$ cat config.mk
export PLATFORM = sky130hd
export DESIGN_NAME = sweep_peak_tracker
export DESIGN_NICKNAME = d
export VERILOG_FILES = /design/src/rtl/sunflower_pkg.sv /design/src/rtl/spt_group_avg.sv /design/src/rtl/sweep_peak_tracker.sv
export SDC_FILE = /design/constraint.sdc
export NUM_CORES = 1
export LEC_CHECK = 0
export CAP_MARGIN = 20
export CORE_MARGIN = 2
export CORE_UTILIZATION = 47
export CTS_BUF_LIST = sky130_fd_sc_hd__clkbuf_16
export DETAILED_ROUTE_END_ITERATION = 10
export PLACE_DENSITY_LB_ADDON = 0.2
export SYNTH_ARGS = -nofsm -noshare
export SYNTH_HDL_FRONTEND = slang
export SYNTH_SLANG_ARGS = --single-unit
$ cat constraint.sdc
create_clock -name clk -period 1.9 [get_ports clk]
set_input_delay 0.285 -clock clk [delete_from_list [all_inputs] [get_ports clk]]
set_output_delay 0.285 -clock clk [all_outputs]
set_load 0.01 [all_outputs]
$ cat src/rtl/sunflower_pkg.sv
// Shared types and default widths for the sunflower sweep peak tracker.
// Contents:
//   spt_state_t  - tracker FSM states (IDLE, SWEEP)
//   SPT_*        - default parameter values used by sweep_peak_tracker
package sunflower_pkg;

  typedef enum logic {
    IDLE  = 1'b0,
    SWEEP = 1'b1
  } spt_state_t;

  localparam int SPT_DATA_W   = 12;
  localparam int SPT_POS_W    = 8;
  localparam int SPT_CNT_W    = 10;
  localparam int SPT_AVG_LOG2 = 2;

endpackage

$ cat src/rtl/spt_group_avg.sv
// Group averager for the sweep peak tracker (used only when SPT_AVG_EN is defined).
// Sums 2**AVG_LOG2 consecutive accepted samples and presents their mean as a
// compare candidate on the group's final sample. The candidate position is
// the position of the group's first sample. A sweep ending mid-group flushes
// the partial sum, still divided by the full group size.
// Ports:
//   clk, reset      clock, asynchronous active-high reset
//   clear           drop any partial group (sweep start/restart)
//   in_valid        sample accepted into the current sweep this cycle
//   sample          raw ADC value
//   sample_pos      position of sample
//   last            accepted sample is the last of the sweep
//   cand_valid      combinational: candidate available this cycle
//   cand            combinational: group mean
//   cand_pos        combinational: position of the group's first sample
// AVG_LOG2 must be at least 1.
module spt_group_avg #(
  parameter int DATA_W   = 12,
  parameter int POS_W    = 8,
  parameter int AVG_LOG2 = 2
) (
  input  logic              clk,
  input  logic              reset,
  input  logic              clear,
  input  logic              in_valid,
  input  logic [DATA_W-1:0] sample,
  input  logic [POS_W-1:0]  sample_pos,
  input  logic              last,
  output logic              cand_valid,
  output logic [DATA_W-1:0] cand,
  output logic [POS_W-1:0]  cand_pos
);

  localparam int SUM_W = DATA_W + AVG_LOG2;

  logic [SUM_W-1:0]    acc;
  logic [AVG_LOG2-1:0] grp_cnt;
  logic [POS_W-1:0]    first_pos;
  logic [SUM_W-1:0]    sum_now;
  logic                grp_end;

  assign sum_now    = acc + {{AVG_LOG2{1'b0}}, sample};
  assign grp_end    = (grp_cnt == {AVG_LOG2{1'b1}}) || last;
  assign cand_valid = in_valid && grp_end;
  // Dropping the low AVG_LOG2 bits is the divide by the group size.
  assign cand       = sum_now[AVG_LOG2 +: DATA_W];
  // On the group's first sample the latch is not loaded yet, so bypass it.
  assign cand_pos   = (grp_cnt == '0) ? sample_pos : first_pos;

  always_ff @(posedge clk or posedge reset) begin
    if (reset) begin
      acc       <= '0;
      grp_cnt   <= '0;
      first_pos <= '0;
    end else if (clear) begin
      acc     <= '0;
      grp_cnt <= '0;
    end else if (in_valid) begin
      if (grp_end) begin
        acc     <= '0;
        grp_cnt <= '0;
      end else begin
        acc     <= sum_now;
        grp_cnt <= grp_cnt + 1'b1;
        if (grp_cnt == '0) first_pos <= sample_pos;
      end
    end
  end

endmodule

$ cat src/rtl/sweep_peak_tracker.sv
// Sweep peak tracker: tracks the maximum ADC sample (and its panel position)
// over one controlled sweep and commits it when the sweep's last sample
// arrives. Committed results hold until the next commit.
// Optional feature: define SPT_AVG_EN to compare means of 2**AVG_LOG2-sample
// groups instead of raw samples.
// Ports:
//   clk, reset    clock, asynchronous active-high reset
//   start         pulse: begin or restart a sweep (wins over sample_valid)
//   sample_valid  qualifies sample / sample_pos / sweep_last
//   sample        raw ADC value (unsigned)
//   sample_pos    position the sample was taken at
//   sweep_last    with sample_valid: final sample of the sweep
//   busy          sweep in progress
//   done          1-cycle pulse when a result is committed
//   peak_val      peak of the last completed sweep
//   peak_pos      position of peak_val
//   peak_valid    a sweep has completed since reset
//   sample_cnt    samples accepted in the last sweep (saturating)
//   cnt_ovf       last sweep saturated sample_cnt
// Handshake: a sample is consumed on every clock where the tracker is in
// SWEEP, sample_valid is high and start is low; there is no backpressure.
// The FSM state is held in the signal `state` for probing.
module sweep_peak_tracker
  import sunflower_pkg::*;
#(
  parameter int DATA_W   = SPT_DATA_W,
  parameter int POS_W    = SPT_POS_W,
  parameter int CNT_W    = SPT_CNT_W,
  parameter int AVG_LOG2 = SPT_AVG_LOG2
) (
  input  logic              clk,
  input  logic              reset,
  input  logic              start,
  input  logic              sample_valid,
  input  logic [DATA_W-1:0] sample,
  input  logic [POS_W-1:0]  sample_pos,
  input  logic              sweep_last,
  output logic              busy,
  output logic              done,
  output logic [DATA_W-1:0] peak_val,
  output logic [POS_W-1:0]  peak_pos,
  output logic              peak_valid,
  output logic [CNT_W-1:0]  sample_cnt,
  output logic              cnt_ovf
);

  spt_state_t        state;
  logic [DATA_W-1:0] run_max;
  logic [POS_W-1:0]  run_pos;
  logic [CNT_W-1:0]  run_cnt;
  logic              run_ovf;

  logic              accept;
  logic              cand_valid;
  logic [DATA_W-1:0] cand;
  logic [POS_W-1:0]  cand_pos;

  logic              cnt_full;
  logic              take;
  logic [DATA_W-1:0] nxt_max;
  logic [POS_W-1:0]  nxt_pos;
  logic [CNT_W-1:0]  nxt_cnt;
  logic              nxt_ovf;

  assign accept = (state == SWEEP) && sample_valid && !start;

`ifdef SPT_AVG_EN
  spt_group_avg #(
    .DATA_W  (DATA_W),
    .POS_W   (POS_W),
    .AVG_LOG2(AVG_LOG2)
  ) u_group_avg (
    .clk       (clk),
    .reset     (reset),
    .clear     (start),
    .in_valid  (accept),
    .sample    (sample),
    .sample_pos(sample_pos),
    .last      (sweep_last),
    .cand_valid(cand_valid),
    .cand      (cand),
    .cand_pos  (cand_pos)
  );
`else
  logic [31:0] unused_avg_cfg;
  assign unused_avg_cfg = AVG_LOG2;
  assign cand_valid     = accept;
  assign cand           = sample;
  assign cand_pos       = sample_pos;
`endif

  // Next running values, including the current sample so a commit on the
  // last sample sees its own compare.
  always_comb begin
    cnt_full = (run_cnt == {CNT_W{1'b1}});
    take     = cand_valid && (cand > run_max);
    nxt_max  = take ? cand : run_max;
    nxt_pos  = take ? cand_pos : run_pos;
    nxt_cnt  = cnt_full ? run_cnt : run_cnt + 1'b1;
    // Overflow means a sample arrived with the counter already full.
    nxt_ovf  = run_ovf || cnt_full;
  end

  always_ff @(posedge clk or posedge reset) begin
    if (reset) begin
      state      <= IDLE;
      run_max    <= '0;
      run_pos    <= '0;
      run_cnt    <= '0;
      run_ovf    <= 1'b0;
      busy       <= 1'b0;
      done       <= 1'b0;
      peak_val   <= '0;
      peak_pos   <= '0;
      peak_valid <= 1'b0;
      sample_cnt <= '0;
      cnt_ovf    <= 1'b0;
    end else begin
      done <= 1'b0;
      case (state)
        IDLE: begin
          if (start) begin
            state   <= SWEEP;
            busy    <= 1'b1;
            run_max <= '0;
            run_pos <= '0;
            run_cnt <= '0;
            run_ovf <= 1'b0;
          end
        end
        SWEEP: begin
          if (start) begin
            // Restart: discard running state, committed outputs untouched.
            run_max <= '0;
            run_pos <= '0;
            run_cnt <= '0;
            run_ovf <= 1'b0;
          end else if (sample_valid) begin
            run_max <= nxt_max;
            run_pos <= nxt_pos;
            run_cnt <= nxt_cnt;
            run_ovf <= nxt_ovf;
            if (sweep_last) begin
              state      <= IDLE;
              busy       <= 1'b0;
              done       <= 1'b1;
              peak_valid <= 1'b1;
              peak_val   <= nxt_max;
              peak_pos   <= nxt_pos;
              sample_cnt <= nxt_cnt;
              cnt_ovf    <= nxt_ovf;
            end
          end
        end
        default: state <= IDLE;
      endcase
    end
  end

endmodule
==> impl_metrics.csv, run 1 <==
group,metric,value,unit
global_routing,grt_pass1_wl,14.4,mm
synthesis,yosysSeqAreaShare,48.4,%
synthesis,synth_most_common_cell,"nor2_1",
final_layout,drive_gt1_share,28.9,%
outcome,violations,"negative setup slack",
sta,finalHoldViolCount,0,
sta,rsz0062_at_grt,"true",
placement,portBuffers,58,
synthesis,synth_edf_count,0,
synthesis,syn_inst,343,
sta,setup-violations-final,40,
placement,dpl.cell_count,520,
sta,fin_skew,8.69,ps
setup_path,cp_slowest_stage_delay,600,ps
job,maxCapViolCount,0,
cts,clock_latency,330,ps
global_routing,grt_pass1_vias,2934,
final_layout,layout.cells.non_filler,545,
global_routing,grt_usage,23.9,%
setup_path,crit_slowest_cell,"a2111o_2",
sta,worst_slew_pin_slew,394,ps
floorplanning,ios,59,
drt,drt-total-wl,9.79,mm
global_routing,antenna_found_initial,0,
drt,ant_nets,0,
synthesis,ys_seq_elements,66,
global_routing,grt_max_degree,67,
sta,slew_viol_final,0,
setup_path,crit_path_start_kind,"flip-flop",
synthesis,synth_commonest_cells,"nor2_1, dfrtp_1, nand2_1",
final_layout,register_area,1650,um2
cts,cts_buffer_depth,2,
final_layout,multi_input_area,1900,um2
outcome,status,"finished with violations",
floorplanning,coreArea,7140,um2
sta,finalCritPeriodShare,116,%
power,powerDensity,932,nW/um2
sta,max_freq,0.453,GHz
drt,drtPass1Iterations,4,
synthesis,syn_nets,381,
setup_path,crit_family,"compound AO/OA/AOI/OAI gates",
final_layout,area_growth,47.7,%
drt,drc,0,
final_layout,diodes,0,
setup_path,path_class,"reg -> reg",
setup_path,crit_cells,7,
drt,wl_per_cell,18.0,um
floorplanning,die_w,89.3,um
cts,holdBufCountCts,0,
setup_path,worstRegToRegCells,7,
setup_path,worst-path-buf-inv,1,
setup_path,r2r_end,"run_pos[7]$_DFFE_PP0P_",
floorplanning,die-area,7970,um2
placement,hpwl,5.43,mm
sta,fin_ws,-306,ps
synthesis,synth_top_area_cell,"dfrtp_1",
final_layout,fin_nets,479,
floorplanning,die_h,89.3,um
placement,gp_congestion,0.807,
floorplanning,rows,31,
setup_path,regToRegStartpoint,"run_max[8]$_DFFE_PP0P_",
setup_path,cp_data_required_time,2110,ps
cts,cts_made_buffers,9,
power,ir_worst_vdd,576,uV
power,p_leak,2.30,nW
setup_path,crit_path_cell_trace,"inv_1, ha_1, nand4_4, nor2_1, a2111o_2, and3_4, mux2_4",
cts,tritoncts,"done",
min_path,hold_path_class,"in -> async",
cts,cts_sinks,66,
synthesis,synth.top_cell.area_share,48.4,%
synthesis,yosys-top-cells-area,"dfrtp_1, nor2_1, mux2_4",
setup_path,crit_path_end_kind,"flip-flop",
synthesis,ys.flop_type,"dfrtp_1",
synthesis,yosysWarnings,0,
setup_path,rrSetupSlack,-310,ps
synthesis,syn_area,3420,um2
sta,max-slew-margin-rel,73.7,%
drt,dr.first_iter.drc_count,154,
synthesis,syn_area_per_cell,9.96,um2
synthesis,synthArstFlopShare,100,%
setup_path,arrival,2420,ps
setup_path,critPathMaxFanout,7,
global_routing,grt_overflow,0,
synthesis,ys_types,38,
floorplanning,start_util,47.9,%
sta,fin_hold_ws,400,ps
drt,vias_per_cell,5.47,
cts,path_clk_slew,60,ps
final_layout,nFillCells,541,
drt,vias,2980,
cts,ctsHtreeMaxLevel,3,
cts,cts-root-buf,"clkbuf_16",
sta,layout_min_cycle_time,2210,ps
-- worst max path at each step --
stage	startpoint	to	slack, ps
final	run_max[8]$_DFFE_PP0P_	run_pos[7]$_DFFE_PP0P_	-310
after global routing	run_max[8]$_DFFE_PP0P_	run_pos[7]$_DFFE_PP0P_	-350
after CTS	run_max[6]$_DFFE_PP0P_	run_max[3]$_DFFE_PP0P_	-210
after detailed placement	sample[10]	peak_val[6]$_DFFE_PP0P_	-670
after global placement	sample[10]	peak_val[4]$_DFFE_PP0P_	-640
after floorplan	run_max[1]$_DFFE_PP0P_	run_max[11]$_DFFE_PP0P_	-160
-- worst reg2reg max path, delay by kind of cell (launching register included) --
family | cells | cell delay (ps)
simple gates | 3 | 470
mux | 1 | 310
compound gates | 1 | 600
buf+inv | 1 | 80
flops | 1 | 370
fa+ha+maj | 1 | 270
-- cell usage in the layout (no fill, tap or decap), types with 3 or more instances in the layout --
cell type / count
ha_1: 4
nand3_1: 7
buf_12: 4
inv_2: 9
xor2_1: 8
and3_4: 4
inv_1: 7
clkbuf_16: 11
o21ai_0: 11
and3_1: 4
mux2_4: 19
a21oi_1: 3
nand2_1: 24
a21oi_2: 3
and2b_1: 5
a221oi_1: 5
mux2i_1: 5
nor2_1: 84
xnor2_1: 3
or3_1: 3
ha_4: 9
buf_4: 35
dfrtp_1: 66
dlygate4sd2_1: 10
a31oi_1: 4
clkdlybuf4s50_1: 47
nand2b_1: 3
a221oi_2: 13
-- stage by stage --
step	TNS (ps)	cell area, um2	power, mW	setup slack, ps	util, %
detailed placement	-25630	4360	2.74	-666	61.0
CTS	-7320	4790	4.52	-210	67.1
finish	-10420	5050	4.70	-306	70.7
global route	-12110	5050	4.89	-351	70.7
floorplan	-3100	3450	2.20	-163	-
global placement	-24790	4360	2.72	-637	61.0
-- layout make-up --
cell class / count / area share, %
clock inverter: 7 / 1.69
multi-input combinational: 246 / 37.6
sequential: 66 / 32.7
inverter: 16 / 1.26
clock buffer: 9 / 4.46
tap: 99 / 2.45
timing repair buffer: 102 / 19.8
-- power by group --
group,switching [mW],internal (mW)
Combinational,0.574,0.686
Clock,0.609,1.13
Sequential,0.112,1.59
Total,1.30,3.41
-- sequential cells by signal, indices dropped and copies added, names as in the netlist --
| register | cells |
|---|---|
| peak_val | 12 |
| run_max | 12 |
| run_cnt | 10 |
| sample_cnt | 10 |
| peak_pos | 8 |
| run_pos | 8 |
| busy | 1 |
| cnt_ovf | 1 |
| done | 1 |
| peak_valid | 1 |
| run_ovf | 1 |
| state | 1 |
-- kinds of logic after synthesis --
logic type      Yosys count  synth area share, %
xor+xnor                 11                 2.82
simple gates            146                 19.1
buf+inv                  34                 5.02
fa+ha+maj                13                 4.76
mux                      24                 9.82
flops                    66                 48.4
compound gates           49                 10.1
-- what timing repair did --
| item | CTS | global route |
|---|---|---|
| endpoints found under the setup margin | 40 | 42 |
| setup buffers | 2 | 1 |
| hold endpoints to repair | 0 | 0 |
| gates resized for setup | 30 | 36 |
| pin swaps | 10 | 10 |
| gates cloned | 3 | 3 |
-- metal layers --
layer | part of all wire, % | vias up | wire [um] | track usage [%]
met5 | 0 | - | 0 | 0
met4 | 3.1 | 0 | 301 | 8.01
met3 | 2.8 | 29 | 275 | 3.51
met2 | 50 | 77 | 4900 | 39.9
met1 | 44 | 1497 | 4310 | 32.1
li1 | - | 1377 | - | -
Note: power is estimated with default switching activity, not from simulation.
==> run 2, diff against run 1 <==
--- a/config.mk
+++ b/config.mk
@@ -10,7 +10,7 @@
 export CORE_UTILIZATION = 47
 export CTS_BUF_LIST = sky130_fd_sc_hd__clkbuf_16
 export DETAILED_ROUTE_END_ITERATION = 10
-export PLACE_DENSITY_LB_ADDON = 0.2
+export PLACE_DENSITY = 0.75
 export SYNTH_ARGS = -nofsm -noshare
 export SYNTH_HDL_FRONTEND = slang
 export SYNTH_SLANG_ARGS = --single-unit
==> constraint.sdc (replaced) <==
create_clock -name clk -period 1.9 [get_ports clk]
set_input_delay 0.285 -clock clk [delete_from_list [all_inputs] [get_ports clk]]
set_output_delay 0.285 -clock clk [all_outputs]
set_load 0.02 [all_outputs]
==> impl_metrics.csv, run 2 (synthesis gave the netlist of run 1 again) <==
group,metric,value,unit
setup_path,cp_data_required_time,2110,ps
setup_path,crit_slowest_cell,"a2111o_2",
floorplanning,die-area,7970,um2
drt,wl_per_cell,19.0,um
final_layout,nFillCells,497,
drt,drc,0,
outcome,status,"finished with violations",
sta,max-slew-margin-rel,71.5,%
min_path,hold_path_class,"in -> reg",
power,p_leak,2.33,nW
global_routing,grt_pass1_vias,2948,
final_layout,diodes,0,
final_layout,fin_nets,481,
final_layout,final_common_cell,"nor2_1",
drt,vias_per_cell,5.60,
power,powerDensity,930,nW/um2
outcome,violations,"negative setup slack",
global_routing,grt_pass1_wl,14.5,mm
setup_path,crit_path_end_kind,"flip-flop",
global_routing,antenna_found_initial,0,
final_layout,mostFrequentLayoutCells,"nor2_1, dfrtp_1, clkdlybuf4s50_1, buf_4, nand2_1",
cts,tritoncts,"done",
drt,vias,3065,
setup_path,arrival,2430,ps
final_layout,drive_gt1_share,30.6,%
cts,cts_made_buffers,9,
setup_path,crit_cells,7,
drt,ant_nets,0,
global_routing,grt_usage,24.1,%
final_layout,utilization,71.8,%
job,maxCapViolCount,0,
sta,fin_ws,-315,ps
sta,worst_slew_pin_slew,425,ps
sta,finalHoldViolCount,0,
final_layout,reg_top3,"peak_val x12, run_max x12",
power,total_power,4.77,mW
sta,max_freq,0.451,GHz
cts,cts_buffer_depth,2,
final_layout,final_area,5120,um2
cts,holdBufCountCts,0,
sta,setup-violations-final,40,
floorplanning,die_w,89.3,um
final_layout,area_growth,50.0,%
sta,finalCritPeriodShare,117,%
global_routing,grt_max_degree,67,
setup_path,crit_path_cell_trace,"inv_1, ha_4, nand4_2, nor2_1, a2111o_2, and3_4, mux2_4",
setup_path,worstRegToRegCells,7,
sta,tns,-10770,ps
sta,layout_min_cycle_time,2220,ps
setup_path,path_class,"reg -> reg",
sta,rsz0062_at_grt,"true",
setup_path,worst-path-buf-inv,1,
setup_path,critPathMaxFanout,7,
floorplanning,die_h,89.3,um
floorplanning,start_util,47.9,%
placement,placed_area,4290,um2
global_routing,grt_overflow,0,
cts,cts_sinks,66,
setup_path,crit_path_start_kind,"flip-flop",
drt,drt-total-wl,10.4,mm
setup_path,cp_slowest_stage_delay,550,ps
drt,dr.first_iter.drc_count,230,
min_path,whs_path_depth,3,
placement,portBuffers,58,
sta,fin_skew,8.30,ps
setup_path,crit_family,"compound AO/OA/AOI/OAI gates",
placement,gp_congestion,0.818,
sta,slew_viol_final,0,
cts,clock_latency,340,ps
drt,drtPass1Iterations,4,
floorplanning,coreArea,7140,um2
floorplanning,ios,59,
cts,path_clk_slew,60,ps
cts,ctsHtreeMaxLevel,3,
placement,hpwl,5.34,mm
power,ir_worst_vdd,571,uV
cts,cts-root-buf,"clkbuf_16",
floorplanning,rows,31,
[run 2: final cells by class]
type | count | area [um2] | share of cell area [%]
Sequential cell | 66 | 1650 | 32.2
Multi-Input combinational cell | 247 | 1940 | 37.9
Clock inverter | 7 | 61.3 | 1.20
Tap cell | 99 | 124 | 2.42
Clock buffer | 9 | 225 | 4.40
Timing Repair Buffer | 103 | 1060 | 20.6
Inverter | 16 | 63.8 | 1.25
[run 2: tightest hold or removal path, delay by kind of cell]
family | cells | cell delay [ps]
muxes | 1 | 70
buffers and inverters | 2 | 220
[run 2: timing repair]
action / 4_1_cts / 5_1_grt
endpoints found under the setup margin: 40 / 44
cloned: 5 / 3
gates resized for setup: 38 / 40
buffers inserted: 4 / 5
pin swaps: 8 / 21
[run 2: per-layer routing]
metal / global-route usage [%] / vias up / wire (um)
met5: 0 / - / 0
met4: 9.09 / 0 / 303
met3: 5.36 / 28 / 757
met2: 37.4 / 131 / 5160
met1: 33.3 / 1520 / 4170
li1: - / 1386 / -
[run 2: where the power goes]
part	total, mW	internal [mW]	leakage (nW)	switching [mW]
clock network	1.61	0.998	0.138	0.612
registers	1.71	1.59	0.840	0.119
logic	1.45	0.736	1.35	0.711
[run 2: final timing paths]
check                                        start                       to  slack (ps)
setup / recovery           run_max[11]$_DFFE_PP0P_  run_max[10]$_DFFE_PP0P_        -320
hold / removal                           sample[0]   run_max[0]$_DFFE_PP0P_         290
setup reg to reg           run_max[11]$_DFFE_PP0P_  run_max[10]$_DFFE_PP0P_        -320
hold reg to reg             peak_valid$_DFFE_PP0P_   peak_valid$_DFFE_PP0P_         470
max in group asynchronous                    reset  peak_val[4]$_DFFE_PP0P_        1210
min in group asynchronous                    reset           done$_DFF_PP0_         380
[run 2: metrics by stage]
step	cells	hold slack [ps]	worst slack [ps]
floorplan	343	396	-163
global placement	514	464	-640
detailed placement	514	451	-664
CTS	539	416	-224
global route	547	306	-351
finish	547	288	-315
